--- src/rtl/divider_32bit.sv ---
// divider_32bit: multi-cycle restoring divider, one step per clock; DIVIDER_SIGNED_EN selects signed mode
module divider_32bit #(
  parameter int WIDTH = 32
) (
  input  logic             clk,
  input  logic             rst_n,
  input  logic             start,
  input  logic [WIDTH-1:0] dividend,
  input  logic [WIDTH-1:0] divisor,
  output logic             busy,
  output logic             done,
  output logic [WIDTH-1:0] quotient,
  output logic [WIDTH-1:0] remainder,
  output logic             div_by_zero
);
  typedef enum logic [1:0] {IDLE, RUN, DONE} state_t;
  state_t state;
  logic [WIDTH-1:0] dvd, rem, dsr, rem_n, dvd_n, q_fix, r_fix, a_mag, b_mag;
  logic [WIDTH:0] sh;
  logic [WIDTH+1:0] diff;
  logic [5:0] cnt;
  logic nb;
  always_comb begin
    sh = {rem, dvd[WIDTH-1]};
    diff = {1'b0, sh} - {2'b0, dsr};
    nb = ~diff[WIDTH+1];
    rem_n = nb ? diff[WIDTH-1:0] : sh[WIDTH-1:0];
    dvd_n = {dvd[WIDTH-2:0], nb};
  end
`ifdef DIVIDER_SIGNED_EN
  logic qneg, rneg;
  always_comb begin
    a_mag = dividend[WIDTH-1] ? -dividend : dividend;
    b_mag = divisor[WIDTH-1] ? -divisor : divisor;
    q_fix = qneg ? -dvd_n : dvd_n;
    r_fix = rneg ? -rem_n : rem_n;
  end
  always_ff @(posedge clk or negedge rst_n)
    if (!rst_n) begin
      qneg <= 1'b0;
      rneg <= 1'b0;
    end else if (state == IDLE && start) begin
      qneg <= dividend[WIDTH-1] ^ divisor[WIDTH-1];
      rneg <= dividend[WIDTH-1];
    end
`else
  always_comb begin
    a_mag = dividend;
    b_mag = divisor;
    q_fix = dvd_n;
    r_fix = rem_n;
  end
`endif
  always_ff @(posedge clk or negedge rst_n)
    if (!rst_n) begin
      state <= IDLE;
      busy <= 1'b0;
      done <= 1'b0;
      quotient <= '0;
      remainder <= '0;
      div_by_zero <= 1'b0;
      dvd <= '0;
      rem <= '0;
      dsr <= '0;
      cnt <= '0;
    end else
      case (state)
        IDLE: begin
          done <= 1'b0;
          if (start) begin
            busy <= 1'b1;
            cnt <= '0;
            rem <= '0;
            dvd <= a_mag;
            dsr <= b_mag;
            if (divisor == '0) begin
              state <= DONE;
              done <= 1'b1;
              quotient <= '1;
              remainder <= dividend;
              div_by_zero <= 1'b1;
            end else
              state <= RUN;
          end
        end
        RUN: begin
          rem <= rem_n;
          dvd <= dvd_n;
          cnt <= cnt + 6'd1;
          if (cnt == 6'(WIDTH - 1)) begin
            state <= DONE;
            done <= 1'b1;
            quotient <= q_fix;
            remainder <= r_fix;
            div_by_zero <= 1'b0;
          end
        end
        DONE: begin
          state <= IDLE;
          busy <= 1'b0;
          done <= 1'b0;
        end
        default: state <= IDLE;
      endcase
endmodule

--- config.mk ---
export PLATFORM = sky130hd
export DESIGN_NAME = divider_32bit
export DESIGN_NICKNAME = d
export VERILOG_FILES = /design/src/rtl/divider_32bit.sv
export SDC_FILE = /design/constraint.sdc
export NUM_CORES = 1
export LEC_CHECK = 0
export CAP_MARGIN = 20
export CORE_UTILIZATION = 51
export CTS_BUF_LIST = sky130_fd_sc_hd__clkbuf_4 sky130_fd_sc_hd__clkbuf_8
export DETAILED_ROUTE_END_ITERATION = 6
export HOLD_SLACK_MARGIN = 0.08
export MAX_ROUTING_LAYER = met4
export PLACE_DENSITY = 0.82
export SLEW_MARGIN = 20
export SYNTH_ARGS = -nofsm -noshare
export SYNTH_HDL_FRONTEND = slang
export SYNTH_SLANG_ARGS = --single-unit
--- constraint.sdc ---
create_clock -name clk -period 2.8 [get_ports clk]
set_input_delay 0.56 -clock clk [delete_from_list [all_inputs] [get_ports clk]]
set_output_delay 0.56 -clock clk [all_outputs]
set_load 0.01 [all_outputs]
* Word level (Yosys, flattened, before mapping)
Index checks and enable logic that the tools add are counted.
** Storage, ports and cells
- Register bits after elaboration :: 171
- Logic and storage cells :: 59
** Operators by class
- $add $sub $neg :: 2
- Eq/ne operators :: 6
- Muxes and demuxes :: 29
- Bitwise logic cells :: 1
- Reduce and logical (&&, ||, !) cells :: 11
** Operator list (count)
- 32-bit two-way mux :: 9
- 32-bit case mux with 2 select lines :: 4
- 33-bit by 32-bit subtractor with 34-bit output :: 1
- 32-bit zero test :: 1
- 6-bit case mux with 2 select lines :: 1
- 2-bit AND reduction :: 5
- 1-bit two-way mux :: 7
- 6-bit by 1-bit adder with 6-bit output, second input constant :: 1
- 6-bit by 5-bit equality test with 1-bit output, second input constant :: 1
- 2-bit two-way mux :: 3
- 6-bit two-way mux :: 1
- 2-bit inequality test, second input constant :: 3
- 1-bit case mux with 2 select lines :: 2
- 2-bit case mux with 2 select lines :: 1
- 4-bit AND reduction :: 1
- 2-bit nonzero test :: 2
- 1-bit case mux with 3 select lines :: 1
- 3-bit nonzero test :: 1
- 2-bit by 1-bit equality test with 1-bit output, second input constant :: 1
- 2-bit equality test, second input constant :: 1
- 2-bit zero test :: 1
- 1-bit NOT :: 1

* Depth between registers and ports, before layout
Gate-level depths: netlist of the first run.
- Depth in word-level cells :: 4
- Gate-level depth with buffers :: 14
- Gate-level depth less buffers :: 13

* Least setup slack after synthesis of the first run
No wires, ideal clock.
- Path kind :: register to register
- Start :: reg dvd[31]
- End :: reg rem[24]
- Setup time :: 122 ps
- Data arrival time :: 2775 ps
- Required time :: 2678 ps
- Setup slack :: -97 ps
- Cell stages (with the launch flop) :: 13
- Clock period less this slack :: 2897 ps
- Cell sequence :: dfrtp_1 > inv_1 > ha_1 > inv_1 > fa_1 > a21o_1 > a221oi_2 > nor4_1 > or3_4 > a41oi_2 > xnor2_1 > mux2_4 > a32o_1
** Between the ends
- Cells in the longest elaborated chain, start to end :: 3
** RTL lines
- start, declared :: line 18 : logic [WIDTH-1:0] dvd, rem, dsr, rem_n, dvd_n, q_fix, r_fix, a_mag, b_mag;
- start signal, assigned :: line 74 : dvd <= a_mag;
- start signal, assigned :: line 88 : dvd <= dvd_n;
- 33-bit by 32-bit subtractor with 34-bit output :: line 25 : diff = {1'b0, sh} - {2'b0, dsr};
- 32-bit two-way mux :: line 27 : rem_n = nb ? diff[WIDTH-1:0] : sh[WIDTH-1:0];
- 32-bit case mux with 2 select lines :: line 67 : case (state)
- end signal, assigned :: line 87 : rem <= rem_n;
- end, declared :: line 18
No other way between the ends.
A chain may end at the register's enable or synchronous reset.

* Worst setup path after layout of the first run
- Start :: reg dvd[31]
- End :: reg remainder[24]
** Between the ends
- Cells in the longest elaborated chain, start to end :: 4
** RTL lines
- 33-bit by 32-bit subtractor with 34-bit output :: line 25
- 32-bit two-way mux :: line 27
- 32-bit two-way mux :: line 90 : if (cnt == 6'(WIDTH - 1)) begin
- 32-bit case mux with 2 select lines :: line 67
- end signal, assigned :: line 80 : remainder <= dividend;
- end signal, assigned :: line 94 : remainder <= r_fix;
- end, declared :: line 13 : output logic [WIDTH-1:0] remainder,
No other way between the ends. The select of a mux whose other input is x is not followed.

==> run metrics, run 1 <==
TritonCTS buffer count=17; Max Slew Vio Count=0; H-tree Lvls=4; Synthesized Nets=1104; Worst IR Drop VDD=0.000621 V; RSZ-0062 raised after global routing=yes; Detailed Routing Iterations Pass 1=5; commonest non-fill, non-tap cell in the layout=dfrtp_1; CP Max Fanout=3; Tcrit/Tclk final=105%; Die Span Y=137 um; DR iter-0 viols=765; Post-Syn Area=0.00931 mm2; synth warn=0; die width=137 um; ANT cells=0; Initial Utilization=52.0%; largest net degree at the start of global routing=78; Post-Route Utilization=72.1%; crit end category=register; crit start category=register; most frequently used flop master after synthesis=dfrtp_1; CP required=3.16 ns; critical path data arrival time=3.29 ns; commonest cells after routing, fill and taps aside=166 x dfrtp_1, 160 x nand2_1, 132 x clkdlybuf4s50_1; Routed WL per cell=18.8 um; Post-Layout Inst Area=0.0129 mm2; clk_skew=0.0105 ns; PortBufs=133; met1 Resource Use GR=40.9%; GRT Residual Overflow=0; Hold Violations, Final=0; met3 Usage GRT=5.63%; post-layout min period=2.93 ns; Slew @ Worst Pin=0.881 ns; Max-slew headroom=41.1%; met2 Usage GRT=44.4%; initial antenna violation count=0; drt drc=0; PnR worst setup slack=-0.135 ns; GPL Wtd Cong=1.03; Worst-Skew Late Latency=0.46 ns; Max Clk Rate=341 MHz; global-route wire length before repair=41.2 mm; synth unique cells=64; CTS tree=built; vias in the first global route=7941; Core Area=0.0179 mm2; Cell Pwr Density=1260 mW/mm2; status=complete, but fails checks; failing checks=setup timing; dpl hpwl=19.0 mm; post-synthesis register bit count=171; root buffer cell=clkbuf_8; share of cells above drive strength 1=25.1%; Antenna Violating Nets Remaining=0; die area=0.0188 mm2; Syn Area/Cell=9.32 um2; Post-synth EDFFs=0; LEAKAGE=0.00581 uW; # nets final=1321; Clock Tree Buf Depth=2; final wirelength=27.4 mm; clock-pin slew of the registers on the worst-case setup and hold paths=0.09 ns; all-layer global routing usage=29.5%; clock sinks=171; worst min path class=reg -> reg; Post-synth ARST share=100%; sequential area share after synthesis=45.9%; max-cap violations=0; Post-DP Area=0.0117 mm2; Via density=5.94; Area Overhead vs Synth=38.7%; kind of critical path=reg -> reg; overall power=16200 uW; routed vias=8649; Ports=134; Gate Count Post-Synth=999; Final setup viols=24; row cnt=49; gr busiest metal=met2
routing by layer:
layer	part of all wire, %	wire (um)
met5	0	0
met4	2.1	564
met3	8.1	2210
met2	46	12600
met1	44	12000
final cells by class:
| class | count | area [um2] |
|---|---|---|
| inverters | 46 | 173 |
| multi-input cells | 726 | 5270 |
| flip-flops and latches | 171 | 4290 |
| clock buffers | 17 | 234 |
| well taps | 229 | 287 |
| clock inverters | 14 | 189 |
| repair buffers | 254 | 2470 |
| fillers | 1249 | 4990 |
cell usage after synthesis, drive strengths merged (19+ instances only):
cell type  count  area share, %
nand2        176            7.1
dfrtp        171             46
o21ai         91            4.9
nor2          69            2.8
a21oi         66            3.5
mux2          48            5.8
inv           45            1.8
clkbuf        43            1.7
ha            37            5.0
mux2i         33            3.5
a31oi         32            2.2
a21o          19            1.5
repair_timing:
action,CTS,global route
setup buffers,4,8
hold buffers,1,0
gates cloned,1,2
endpoints found under the hold margin,47,0
setup endpoints to repair,34,58
pin swaps,10,27
gates resized for setup,33,106
flip-flops by register name (all words and copies together) (netlist names):
name and flops:
done 1, quotient 32, state 2, dvd 32
remainder 32, dsr 32, busy 1, cnt 6
rem 32, div_by_zero 1
power breakdown:
| part | internal [uW] | switching, uW |
|---|---|---|
| combinational | 4780 | 5120 |
| clock | 899 | 982 |
| sequential | 3600 | 854 |
| total | 9270 | 6960 |
final timing paths:
check / slack (ns) / to / start / cells after the start
worst max-delay path: -0.13 / remainder[24]$_DFFE_PN0P_ / dvd[31]$_DFFE_PN0P_ / 13
worst min-delay path: 0.47 / quotient[26]$_DFFE_PN0P_ / quotient[26]$_DFFE_PN0P_ / 2
worst max register to register: -0.13 / remainder[24]$_DFFE_PN0P_ / dvd[31]$_DFFE_PN0P_ / 13
worst min register to register: 0.47 / quotient[26]$_DFFE_PN0P_ / quotient[26]$_DFFE_PN0P_ / 2
max in group asynchronous: 1.38 / quotient[16]$_DFFE_PN0P_ / rst_n / 3
min in group asynchronous: 0.60 / dsr[26]$_DFFE_PN0P_ / rst_n / 2
per-stage QoR:
step / worst slack (ns) / TNS, ns / hold slack, ns / cells
final: -0.135 / -1.31 / 0.469 / 1457
after global routing: -0.246 / -3.48 / 0.498 / 1457
after CTS: -0.0636 / -0.432 / 0.475 / 1448
after detailed placement: -0.249 / -11.03 / 0.455 / 1411
after global placement: -0.206 / -8.82 / 0.450 / 1411
after floorplan: 0.0351 / 0 / 0.264 / 999
logic make-up (layout without fill, tap and decap cells):
| group | after synthesis | count (layout) | share of synthesized area, % |
|---|---|---|---|
| buf+inv | 102 | 331 | 4.39 |
| xor+xnor | 31 | 31 | 2.92 |
| simple gates | 311 | 311 | 14.3 |
| compound gates | 265 | 265 | 17.8 |
| flops | 171 | 171 | 45.9 |
| mux | 81 | 81 | 9.39 |
| fa+ha+maj | 38 | 38 | 5.19 |
critical path: stages (launching register included):
cell and delay (ns):
dfrtp_1 0.40, inv_2 0.09, ha_4 0.15, inv_2 0.04, fa_2 0.34, a21o_1 0.21, a221oi_4 0.34, nor4_4 0.08
or3_4 0.37, a41oi_2 0.16, xnor2_1 0.10, mux2_4 0.29, mux2i_2 0.18, o21ai_1 0.08
(Power assumes the default switching activity.)
==> run 2, diff against run 1 <==
- CELL_PAD_IN_SITES_DETAIL_PLACEMENT: not set -> 0
- CELL_PAD_IN_SITES_GLOBAL_PLACEMENT: not set -> 1
- CORE_UTILIZATION: 51 -> 39
- CTS_CLUSTER_SIZE: not set -> 20
- SLEW_MARGIN: 20 -> not set
==> run 2 against run 1 <==
  * The run ends with DRC, setup timing left
  * Sequential cell count unchanged
  * Wire length fell by 2.7%
  * Sequential share of layout area fell by 0.29 points
  * Global-route usage down 6.6 points
  * Cell area up 0.78%
  * Clock-buffer cell count is 1 higher
  * Critical path type unchanged
  * Critical endpoint is now remainder[4]$_DFFE_PN0P_
==> run metrics, run 2 (synthesis results as in run 1) <==
crit-path most repeated cell=buf_12; Core Area=0.0235 mm2 (+31%); critical path data arrival time=3.30 ns (about the same); Tcrit/Tclk final=105% (about the same); CP Buf/Inv Count=2 (unchanged); PnR worst setup slack=-0.135 ns (-0.000211 ns); root buffer cell=clkbuf_8; routed vias=8144 (-5.8%); dpl hpwl=19.4 mm (+2.4%); Max Slew Vio Count=0 (unchanged); die area=0.0245 mm2 (+30%); commonest cells after routing, fill and taps aside=169 x dfrtp_1, 164 x nand2_1, 132 x clkdlybuf4s50_1; vias in the first global route=7869 (-0.91%); CP required=3.17 ns (about the same); Via density=5.24 (-12%); LEAKAGE=0.00583 uW (+0.33%); post-layout min period=2.94 ns (+0.000211 ns); Max-slew headroom=32.9% (-8.2 points); crit-path cells=ha_1, a21oi_2, a21oi_1, o21ai_4, o22a_1, o211a_4, o211ai_4, buf_12, buf_12, mux2_4, nand2_4, a31oi_4; Post-Layout Inst Area=0.0130 mm2 (+0.78%); CP Max Fanout=6 (+3); Top delay family on crit path=compound AO/OA/AOI/OAI gates; drt drc=1 (+1); Routed WL per cell=17.2 um (-8.7%); Detailed Routing Iterations Pass 1=7 (+2); initial antenna violation count=0 (unchanged); Antenna Violating Nets Remaining=0 (unchanged); clock sinks=171 (unchanged); global-route wire length before repair=42.3 mm (+2.5%); DR iter-0 viols=515 (-33%); H-tree Lvls=4 (unchanged); Final setup viols=36 (+50%); all-layer global routing usage=23.0% (-6.6 points); PortBufs=133 (unchanged); Worst IR Drop VDD=0.000473 V (-24%); ANT cells=0 (unchanged); clock-pin slew of the registers on the worst-case setup and hold paths=0.11 ns (+0.02 ns); row cnt=56 (+14%); Setup Slack @ Placement=-0.218 ns (+0.0315 ns); die width=157 um (+14%); GPL Wtd Cong=0.873 (-16%); RSZ-0062 raised after global routing=yes; clk_skew=0.0152 ns (+0.00472 ns); Post-DP Area=0.0118 mm2 (+1.1%); share of cells above drive strength 1=25.1% (+0.040 points); flop-to-flop setup slack=-0.14 ns (about the same); Ports=134 (unchanged); kind of critical path=reg -> reg; Max Clk Rate=341 MHz (about the same); worst min path class=reg -> reg; Initial Utilization=39.7% (-12 points); commonest non-fill, non-tap cell in the layout=dfrtp_1; max-cap violations=0 (unchanged); TritonCTS buffer count=17 (unchanged); Clock Tree Buf Depth=2 (unchanged); # nets final=1326 (+0.38%); Filler cells=2121 (+70%); Die Span Y=157 um (+14%); GRT Residual Overflow=0 (unchanged); Area Overhead vs Synth=39.7%; status=complete, but fails checks; Cell Pwr Density=1230 mW/mm2 (-2.1%); largest net degree at the start of global routing=67 (-14%); crit start category=register; area of the multi-input gates=0.00532 mm2 (+0.85%); register area=0.00428 mm2 (about the same); failing checks=DRC, setup timing; worst-path cell with the longest stage delay=dfrtp_1; Worst path max stage delay=0.43 ns (+0.03 ns); Slew @ Worst Pin=1.01 ns (+0.126 ns); Hold Violations, Final=0 (unchanged); final wirelength=26.6 mm (-2.7%); crit end category=register; Worst-Skew Late Latency=0.48 ns (+0.02 ns); CTS tree=built
-- run 2: routing by layer --
layer  up-vias  track usage (%)  wire [um]
li1       3968                -          -
met1      3925             32.7      13400
met2       223             33.5      11700
met3        28             4.02       1170
met4         0             6.02        375
met5         -                -          0
-- run 2: what timing repair did --
| item | in CTS | in global routing |
|---|---|---|
| pin swaps | 17 | 48 |
| endpoints found under the hold margin | 39 | 0 |
| hold buffers | 1 | 0 |
| gates resized for setup | 39 | 101 |
| gates cloned | 1 | 0 |
| endpoints found under the setup margin | 59 | 62 |
| buffers inserted | 5 | 4 |
-- run 2: path summary, 6_finish.rpt --
check	start	end	cells past startpoint
min in group asynchronous	rst_n	quotient[8]$_DFFE_PN0P_	2
hold reg to reg	quotient[21]$_DFFE_PN0P_	quotient[21]$_DFFE_PN0P_	2
setup / recovery	rem[5]$_DFFE_PN0P_	remainder[4]$_DFFE_PN0P_	12
max in group asynchronous	rst_n	rem[20]$_DFFE_PN0P_	3
hold / removal	quotient[21]$_DFFE_PN0P_	quotient[21]$_DFFE_PN0P_	2
setup reg to reg	rem[5]$_DFFE_PN0P_	remainder[4]$_DFFE_PN0P_	12
-- run 2: layout make-up --
type | instances | area share (%)
clock buffers | 18 | 1.90
clock inverters | 14 | 1.12
inverters | 46 | 1.33
multi-input cells | 726 | 40.8
flip-flops and latches | 171 | 32.9
well taps | 319 | 3.07
repair buffers | 259 | 18.8
-- run 2: metrics by stage --
stage                     TNS, ns  total power [uW]  cells  hold slack (ns)  util [%]
after floorplan                 0              9190    999            0.264         -
after global placement      -6.66             12700   1511            0.452      50.4
after detailed placement    -9.79             12800   1511            0.456      50.4
after CTS                   -1.05             15100   1550            0.480      53.3
after global routing        -5.78             17200   1553            0.506      55.4
final                       -2.80             16000   1553            0.479      55.4
-- run 2: where the power goes --
part           leakage, uW  internal [uW]  switching (uW)
Sequential         0.00207           3590             851
Clock             0.000196            694            1100
Combinational      0.00356           4810            4980
-- run 2: tightest hold or removal path, stage by stage (launching register included) --
cell and delay (ns):
dfrtp_1 0.36, nand2_1 0.05, nand2_1 0.05
